### src/rtl/stack_sequencer.sv
// Multi-cycle stack access sequencer for PUSH/POP/CALL/RET/INT/RTI, driving the SP register and stack memory.
// Optional bound checking is enabled by defining STACK_BOUNDS_CHECK_EN.
module stack_sequencer #(
    parameter int ADDR_W    = 32,
    parameter int DATA_W    = 16,
    parameter int FLAG_W    = 3,
    parameter int STACK_TOP = 2047
) (
    input  logic              clk,
    input  logic              reset,
    input  logic              op_valid,
    output logic              op_ready,
    input  logic [2:0]        op_code,
    input  logic [DATA_W-1:0] push_data,
    input  logic [31:0]       pc_in,
    input  logic [FLAG_W-1:0] flags_in,
    input  logic [ADDR_W-1:0] sp_in,
    output logic [ADDR_W-1:0] sp_next,
    output logic              sp_we,
    output logic [ADDR_W-1:0] mem_addr,
    output logic [DATA_W-1:0] mem_wdata,
    output logic              mem_we,
    output logic              mem_re,
    input  logic [DATA_W-1:0] mem_rdata,
    output logic              busy,
    output logic              done,
    output logic [DATA_W-1:0] pop_data,
    output logic [31:0]       pc_out,
    output logic              pc_load,
    output logic [FLAG_W-1:0] flags_out,
    output logic              flags_load,
    output logic              stack_err
);

    localparam int PC_W = 32;

`ifdef STACK_BOUNDS_CHECK_EN
    localparam bit BOUNDS_EN = 1'b1;
`else
    localparam bit BOUNDS_EN = 1'b0;
`endif

    localparam logic [2:0] OP_PUSH = 3'd0;
    localparam logic [2:0] OP_POP  = 3'd1;
    localparam logic [2:0] OP_CALL = 3'd2;
    localparam logic [2:0] OP_RET  = 3'd3;
    localparam logic [2:0] OP_INT  = 3'd4;
    localparam logic [2:0] OP_RTI  = 3'd5;

    typedef enum logic [2:0] {
        IDLE   = 3'd0,
        WR     = 3'd1,
        RD_REQ = 3'd2,
        RD_CAP = 3'd3,
        DONE   = 3'd4
    } state_t;

    state_t            state, nstate;
    logic [1:0]        cnt;
    logic [2:0]        op_r;
    logic [ADDR_W-1:0] sp_cur;
    logic [DATA_W-1:0] push_data_r;
    logic [PC_W-1:0]   pc_r;
    logic [FLAG_W-1:0] flags_r;
    logic              viol;
    logic              last;

    // Index of the final word for each op (words are counted from 0).
    function automatic logic [1:0] last_word(input logic [2:0] op);
        case (op)
            OP_CALL, OP_RET: last_word = 2'd1;
            OP_INT, OP_RTI:  last_word = 2'd2;
            default:         last_word = 2'd0;
        endcase
    endfunction

    function automatic logic [DATA_W-1:0] push_word(
        input logic [2:0]        op,
        input logic [1:0]        idx,
        input logic [DATA_W-1:0] data,
        input logic [PC_W-1:0]   pc,
        input logic [FLAG_W-1:0] flags
    );
        case (op)
            OP_CALL: push_word = (idx == 2'd0) ? DATA_W'(pc[31:16]) : DATA_W'(pc[15:0]);
            OP_INT: begin
                case (idx)
                    2'd0:    push_word = DATA_W'(flags);
                    2'd1:    push_word = DATA_W'(pc[31:16]);
                    default: push_word = DATA_W'(pc[15:0]);
                endcase
            end
            default: push_word = data;
        endcase
    endfunction

    assign last = (cnt == last_word(op_r));

    always_comb begin
        nstate     = state;
        op_ready   = 1'b0;
        busy       = 1'b1;
        mem_we     = 1'b0;
        mem_re     = 1'b0;
        mem_addr   = '0;
        mem_wdata  = '0;
        sp_we      = 1'b0;
        sp_next    = '0;
        done       = 1'b0;
        pc_load    = 1'b0;
        flags_load = 1'b0;
        stack_err  = 1'b0;
        viol       = 1'b0;
        case (state)
            IDLE: begin
                busy     = 1'b0;
                op_ready = 1'b1;
                if (op_valid) begin
                    case (op_code)
                        OP_PUSH, OP_CALL, OP_INT: nstate = WR;
                        OP_POP, OP_RET, OP_RTI:   nstate = RD_REQ;
                        default:                  nstate = DONE;
                    endcase
                end
            end
            WR: begin
                viol = BOUNDS_EN && (sp_cur == '0);
                if (viol) begin
                    stack_err = 1'b1;
                    nstate    = IDLE;
                end else begin
                    mem_we    = 1'b1;
                    mem_addr  = sp_cur;
                    mem_wdata = push_word(op_r, cnt, push_data_r, pc_r, flags_r);
                    sp_we     = 1'b1;
                    sp_next   = sp_cur - 1'b1;
                    if (last) nstate = DONE;
                end
            end
            RD_REQ: begin
                viol = BOUNDS_EN && (sp_cur >= ADDR_W'(STACK_TOP));
                if (viol) begin
                    stack_err = 1'b1;
                    nstate    = IDLE;
                end else begin
                    mem_re   = 1'b1;
                    mem_addr = sp_cur + 1'b1;
                    sp_we    = 1'b1;
                    sp_next  = sp_cur + 1'b1;
                    nstate   = RD_CAP;
                end
            end
            RD_CAP: nstate = last ? DONE : RD_REQ;
            DONE: begin
                done       = 1'b1;
                pc_load    = (op_r == OP_RET) || (op_r == OP_RTI);
                flags_load = (op_r == OP_RTI);
                nstate     = IDLE;
            end
            default: nstate = IDLE;
        endcase
    end

    always_ff @(posedge clk or negedge reset) begin
        if (!reset) begin
            state <= IDLE;
            cnt   <= '0;
            op_r  <= '0;
        end else begin
            state <= nstate;
            case (state)
                IDLE: begin
                    if (op_valid) begin
                        op_r <= op_code;
                        cnt  <= '0;
                    end
                end
                WR:      if (!viol && !last) cnt <= cnt + 1'b1;
                RD_CAP:  if (!last) cnt <= cnt + 1'b1;
                default: ;
            endcase
        end
    end

    // Operand and SP working copies; outputs are gated by state so these need no reset.
    always_ff @(posedge clk) begin
        case (state)
            IDLE: begin
                if (op_valid) begin
                    sp_cur      <= sp_in;
                    push_data_r <= push_data;
                    pc_r        <= pc_in;
                    flags_r     <= flags_in;
                end
            end
            WR:      if (!viol) sp_cur <= sp_cur - 1'b1;
            RD_REQ:  if (!viol) sp_cur <= sp_cur + 1'b1;
            default: ;
        endcase
    end

    // Popped words land directly in their destination registers.
    always_ff @(posedge clk or negedge reset) begin
        if (!reset) begin
            pop_data  <= '0;
            pc_out    <= '0;
            flags_out <= '0;
        end else if (state == RD_CAP) begin
            case (op_r)
                OP_POP: pop_data <= mem_rdata;
                OP_RET, OP_RTI: begin
                    case (cnt)
                        2'd0:    pc_out[DATA_W-1:0]    <= mem_rdata;
                        2'd1:    pc_out[PC_W-1:DATA_W] <= mem_rdata[PC_W-DATA_W-1:0];
                        default: flags_out             <= mem_rdata[FLAG_W-1:0];
                    endcase
                end
                default: ;
            endcase
        end
    end

endmodule
### config.mk
export PLATFORM = sky130hd
export DESIGN_NAME = stack_sequencer
export DESIGN_NICKNAME = d
export VERILOG_FILES = /design/src/rtl/stack_sequencer.sv
export SDC_FILE = /design/constraint.sdc
export NUM_CORES = 1
export LEC_CHECK = 0
export BUFFER_PORTS_ARGS = -buffer_cell sky130_fd_sc_hd__buf_2
export CORE_ASPECT_RATIO = 1.4
export CORE_MARGIN = 10
export CORE_UTILIZATION = 56
export DETAILED_ROUTE_END_ITERATION = 10
export PLACE_DENSITY = 0.83
export SLEW_MARGIN = 20
export SYNTH_ARGS = -nofsm -noshare
export SYNTH_HDL_FRONTEND = slang
export SYNTH_SLANG_ARGS = --single-unit
### constraint.sdc
create_clock -name clk -period 3.8 [get_ports clk]
set_clock_uncertainty 0.05 [all_clocks]
set_input_delay 0.57 -clock clk [delete_from_list [all_inputs] [get_ports clk]]
set_output_delay 0.57 -clock clk [all_outputs]
set_load 0.005 [all_outputs]
==> flow_summary.yaml, run 1 <==
critical_path:
  worstReg2RegEnd: "sp_cur[3]$_DFFE_PP_"
  r2r_cells: 6
  criticalPathCategory: "reg -> out"
  cp.required_ns: 3.18
  rr_startpoint: "state[0]$_DFFE_PN0P_"
  cp-end-kind: "primary output"
  arrival_ns: 3.02
  path_max_fanout: 18
  reg2reg_slack_ns: 0.47
  start_kind: "register"
global_route:
  grt.total_usage: 0.257
  grt_start_max_net_pins: 38
  antenna_found_initial: 1
  grt_pass1_wl_um: 39800
  overflow: 0
  grt_pass1_vias: 7361
placed_design:
  gp_congestion: 1.00
  dpl_worst_slack_ns: 0.534
  port_buffers: 243
  hpwl_um: 18500
cts:
  insertion_delay_ns: 0.43
  clock_sinks: 142
  post_cts_buffers: 0
  cts_inserted_buffers: 17
  htree_levels: 4
  clk_path_buf_depth: 2
  cts_tree: "built"
  root_buffer: "clkbuf_16"
  cts_hold_buf: 0
  path_clk_slew_ns: 0.07
logic_synthesis:
  synth_common_cells: "edfxtp_1 (83), nand2_1 (64), mux2_2 (60), dfrtp_1 (59), nor2_1 (54)"
  synth_cell_type_count: 65
  synthArstFlopShare: 0.415
  yosys_warnings: 0
  yosys.area.top_type_share: 0.314
  synthFlopType: "edfxtp_1"
  synth_area_um2: 7930
  synth_area_leader_cell: "edfxtp_1"
  synth.avg_cell_area_um2: 10.3
  synth_edf_count: 83
  synth_cells: 766
  synth_area_leaders: "edfxtp_1 (31%), dfrtp_1 (19%), mux2_2 (8.5%)"
  synth_fp_nets: 875
  synth.yosys.seq_area_share: 0.501
  yosysMostFrequentCell: "edfxtp_1"
  synth_seq_cells: 142
sta:
  slew_viol_final: 0
  tns_ns: 0
  fin_crit_sh: 0.959
  max_freq_mhz: 275
  timing_hold_violations_final: 0
  rsz0062_at_grt: "false"
  relSlewSlack: 0.377
  tightestPinTransition_ns: 0.933
  fin_ws_ns: 0.157
  setup_viol_count_final: 0
  period_minus_slack_ns: 3.64
floorplan:
  die_w_um: 121
  die_h_um: 161
  row_count: 51
  coreArea_um2: 13900
  start_util: 0.570
  io_pins: 245
  die-area_um2: 19400
detailed_routing:
  vias_per_cell: 6.27
  route.detailed.drc: 0
  drtIter0Drc: 958
  wl_per_cell_um: 21.5
  wirelength_um: 25500
  drt_pass1_iterations: 6
  vias: 7432
  ant_nets: 0
layout:
  area_growth_pct: 25.0
  layout-drive-gt1-share: 0.385
  nets: 1095
  nFillCells: 1029
outcome:
  status: "completed"
power_and_ir_drop:
  vdd_drop_max_mv: 0.609
  power_density_nw_per_um2: 929
  p_leak_nw: 4.27
flow_run:
  drv_cap: 0
min_path:
  hold_class: "in -> async"
[cell usage in the layout, fill, tap and decap left out, types with 11 or more instances in the layout]
| master | netlist | routed |
|---|---|---|
| buf_2 | 12 | 243 |
| edfxtp_1 | 83 | 83 |
| nand2_1 | 64 | 64 |
| mux2_2 | 60 | 60 |
| dfrtp_1 | 59 | 59 |
| nor2_1 | 54 | 53 |
| o21ai_0 | 38 | 38 |
| a21oi_1 | 34 | 34 |
| a31oi_1 | 28 | 28 |
| a21o_1 | 25 | 25 |
| buf_4 | 1 | 25 |
| nor4_1 | 19 | 18 |
| nand3_1 | 18 | 18 |
| clkbuf_16 | 0 | 18 |
| nor3_1 | 17 | 17 |
| nand4_1 | 15 | 15 |
| inv_1 | 15 | 14 |
| and4_1 | 12 | 12 |
| a222oi_1 | 11 | 11 |
[logic make-up after synthesis]
family,synth area share
AND/OR/NAND/NOR,0.164
AO/OA/AOI/OAI,0.188
flip-flops,0.501
XOR/XNOR,0.00884
buffers and inverters,0.0426
adder cells (fa/ha/maj),0.00631
other,0.000473
multiplexers,0.0890
[how the worst max path moves through the flow]
| stage | from | endpoint | slack (ns) | cells past startpoint |
|---|---|---|---|---|
| 2_1_floorplan | state[2]$_DFFE_PN0P_ | sp_next[17] | 1.09 | 7 |
| 3_3_place_gp | sp_cur[5]$_DFFE_PP_ | sp_next[29] | 0.63 | 5 |
| 3_5_place_dp | state[0]$_DFFE_PN0P_ | sp_cur[13]$_DFFE_PP_ | 0.53 | 6 |
| 4_1_cts | sp_cur[5]$_DFFE_PP_ | sp_next[29] | 0.16 | 5 |
| 5_1_grt | sp_cur[5]$_DFFE_PP_ | sp_next[31] | 0.005 | 6 |
| 6_report | state[0]$_DFFE_PN0P_ | sp_next[0] | 0.16 | 5 |
[flip-flops by register name, indices dropped and copies added (netlist names)]
register / flops
pc_out: 32
pc_r: 32
sp_cur: 32
pop_data: 16
push_data_r: 16
flags_out: 3
flags_r: 3
op_r: 3
state: 3
cnt: 2
[worst max-delay path: stages (launching register included)]
cell      delay (ns)
dfrtp_1         0.46
or3b_2          0.44
clkinv_1        0.47
nor2_2          0.88
nor2_1          0.15
buf_2           0.18
[final cells by class]
class / instances / area (µm²) / share of cell area
Clock inverter: 14 / 141 / 0.0143
Inverter: 17 / 63.8 / 0.00644
Antenna cell: 1 / 2.50 / 0.000252
Tap cell: 185 / 231 / 0.0234
Sequential cell: 142 / 3970 / 0.400
Clock buffer: 18 / 450 / 0.0454
Timing Repair Buffer: 269 / 1420 / 0.144
Multi-Input combinational cell: 539 / 3630 / 0.366
[per-layer routing]
layer	vias up	global-route usage	wire [µm]
li1	3400	-	-
met1	3484	0.285	9070
met2	474	0.436	12900
met3	74	0.0860	2720
met4	0	0.111	867
met5	-	0	0
[through the flow]
stage / total power [mW] / std cells / utilization / instance area, µm² / hold slack (ns)
floorplan: 5.64 / 766 / - / 7930 / 0.224
global placement: 7.37 / 1152 / 0.669 / 9310 / 0.431
detailed placement: 7.49 / 1152 / 0.669 / 9310 / 0.438
CTS: 9.19 / 1184 / 0.712 / 9900 / 0.164
global route: 9.81 / 1185 / 0.713 / 9910 / 0.178
finish: 9.21 / 1185 / 0.713 / 9910 / 0.151
[repair_timing]
item	in CTS	in global routing
setup endpoints to repair	0	3
resized for setup	0	1
endpoints found under the hold margin	0	0
[power by group]
| group | leakage, nW | internal [mW] | total [mW] | switching (mW) |
|---|---|---|---|---|
| Sequential | 1.47 | 2.45 | 3.11 | 0.661 |
| Combinational | 2.51 | 1.92 | 4.44 | 2.53 |
| Clock | 0.290 | 0.911 | 1.66 | 0.746 |
| Total | 4.27 | 5.27 | 9.21 | 3.94 |
Power figures use the tool's default switching activity.
==> inputs of run 2 (changes only) <==
--- a/config.mk
+++ b/config.mk
@@ -8,9 +8,9 @@
 export BUFFER_PORTS_ARGS = -buffer_cell sky130_fd_sc_hd__buf_2
 export CORE_ASPECT_RATIO = 1.4
 export CORE_MARGIN = 10
-export CORE_UTILIZATION = 56
+export CORE_UTILIZATION = 52
 export DETAILED_ROUTE_END_ITERATION = 10
-export PLACE_DENSITY = 0.83
+export PLACE_DENSITY = 0.78
 export SLEW_MARGIN = 20
 export SYNTH_ARGS = -nofsm -noshare
 export SYNTH_HDL_FRONTEND = slang
==> constraint.sdc (replaced) <==
create_clock -name clk -period 3.75 [get_ports clk]
set_clock_uncertainty 0.05 [all_clocks]
set_input_delay 0.5625 -clock clk [delete_from_list [all_inputs] [get_ports clk]]
set_output_delay 0.5625 -clock clk [all_outputs]
set_load 0.005 [all_outputs]
==> run 2 against run 1 <==
Effect of this change:
- total power is 1.7% higher
- first-iteration DRC count is 4.3% lower
- non-clock buffer count is 1 higher
- register-to-register slack better by 0.31 ns
- global-route usage is 1.7 points lower
- critical endpoint is now sp_next[29]
- sequential power hardly changed
- utilization is 4.9 points lower
- cell count is 0.76% higher
- count of clock-buffer cells in the layout stayed put
- cell area is 0.33% higher
==> flow_summary.yaml, run 2 (same netlist as run 1, synthesis figures left out) <==
min_path:
  hold_class: "in -> async"
critical_path:
  crit_chain: "or4_4 > or4_4 > or4_1 > a32oi_1 > buf_2"
  r2r_cells: 6
  cp.required_ns: 3.14
  start_kind: "register"
  cp.depth: 5
  cp-end-kind: "primary output"
  path_buf_inv: 1
  arrival_ns: 2.97
  slowest_delay_ns: 0.65
  crit_slowest_cell: "or4_4"
  critical-path-top-delay-family: "simple AND/OR/NAND/NOR gates"
  path_max_fanout: 12
  criticalPathCategory: "reg -> out"
  cp_common_cell: "or4_4"
floorplan:
  coreArea_um2: 15000
  die_w_um: 124
  start_util: 0.529
  io_pins: 245
  die_h_um: 166
  row_count: 53
  die-area_um2: 20700
global_route:
  antenna_found_initial: 5
  overflow: 0
  grt.total_usage: 0.240
  grt_pass1_vias: 7552
  grt_start_max_net_pins: 66
  grt_pass1_wl_um: 40500
cts:
  post_cts_buffers: 0
  path_clk_slew_ns: 0.07
  cts_inserted_buffers: 17
  clock_sinks: 142
  root_buffer: "clkbuf_16"
  clk_path_buf_depth: 2
  insertion_delay_ns: 0.43
  htree_levels: 4
  cts_tree: "built"
  post_cts_resized: 0
  cts_hold_buf: 0
sta:
  tightestPinTransition_ns: 0.942
  timing_hold_violations_final: 0
  period_minus_slack_ns: 3.59
  setup_viol_count_final: 0
  fin_ws_ns: 0.165
  max_freq_mhz: 279
  tns_ns: 0
  fin_crit_sh: 0.956
  relSlewSlack: 0.372
  rsz0062_at_grt: "false"
  slew_viol_final: 0
power_and_ir_drop:
  p_total_mw: 9.37
  power_density_nw_per_um2: 942
  vdd_drop_max_mv: 0.506
  p_leak_nw: 4.29
detailed_routing:
  route.detailed.drc: 0
  drtIter0Drc: 917
  vias: 7474
  vias_per_cell: 6.26
  wirelength_um: 25700
  ant_nets: 0
  drt_pass1_iterations: 6
  wl_per_cell_um: 21.5
placed_design:
  hpwl_um: 19100
  gp_congestion: 0.974
  port_buffers: 243
  place_area_um2: 9330
  dpl_worst_slack_ns: 0.633
layout:
  final_core_util: 0.664
  final_common_cell: "buf_2"
  area_growth_pct: 25.4
  top_regs: "pc_out (32), pc_r (32), sp_cur (32)"
  nFillCells: 1228
  layout-drive-gt1-share: 0.385
  final_cell_mix: "buf_2 (243), edfxtp_1 (83), nand2_1 (64), mux2_2 (60), dfrtp_1 (59)"
  nets: 1096
  stdcell_area_um2: 9940
flow_run:
  drv_cap: 0
outcome:
  status: "completed"
-- run 2: changes by cell type in the layout (fill, tap and decap cells not counted), sizes merged --
| cell | previous run | this run |
|---|---|---|
| inv | 24 | 27 |
| clkinvlp | 2 | 0 |
| buf | 269 | 270 |
| clkinv | 5 | 4 |
| diode | 1 | 2 |
-- run 2: area by class of cell --
cell class                      instances  area [µm²]  area share
Antenna cell                            2        5.00    0.000503
Clock buffer                           18         450      0.0453
Clock inverter                         14         153      0.0153
Inverter                               17        63.8     0.00642
Multi-Input combinational cell        539        3630       0.365
Sequential cell                       142        3970       0.399
Tap cell                              192         240      0.0242
Timing Repair Buffer                  270        1430       0.144
-- run 2: path summary, 6_finish.rpt --
path | startpoint | endpoint | slack [ns]
setup / recovery | sp_cur[6]$_DFFE_PP_ | sp_next[29] | 0.16
hold / removal | reset | pc_out[26]$_DFFE_PN0P_ | 0.22
setup reg to reg | state[1]$_DFFE_PN0P_ | sp_cur[19]$_DFFE_PP_ | 0.78
hold reg to reg | pc_out[23]$_DFFE_PN0P_ | pc_out[23]$_DFFE_PN0P_ | 0.45
max in group asynchronous | reset | pc_out[11]$_DFFE_PN0P_ | 2.63
min in group clk | pc_in[9] | pc_r[9]$_DFFE_PP_ | 0.25
-- run 2: per-layer routing --
metal  routed length (µm)  GRT usage  up-vias  share of wire
met4                 1200      0.125        4          0.047
met5                   21          0        -        0.00082
met3                 2210     0.0735       97          0.086
li1                     -          -     3415              -
met2                13200      0.419      433           0.51
met1                 9090      0.254     3525           0.35
-- run 2: power breakdown --
| group | internal [mW] | switching, mW | total [mW] |
|---|---|---|---|
| registers | 2.48 | 0.662 | 3.14 |
| logic | 1.95 | 2.55 | 4.50 |
| clock network | 0.939 | 0.788 | 1.73 |
| total | 5.37 | 4.00 | 9.37 |
-- run 2: through the flow --
stage               hold WS, ns  std cells
finish                    0.218       1194
global route              0.241       1194
CTS                       0.242       1192
detailed placement        0.437       1160
global placement          0.432       1160
floorplan                 0.217        766
-- run 2: worst register-to-register path, delay by kind of cell, from the launching register on --
family | cells | cell delay, ns
AND/OR/NAND/NOR | 2 | 1.04
multiplexers | 1 | 0.29
buffers and inverters | 3 | 0.83
flip-flops | 1 | 0.45
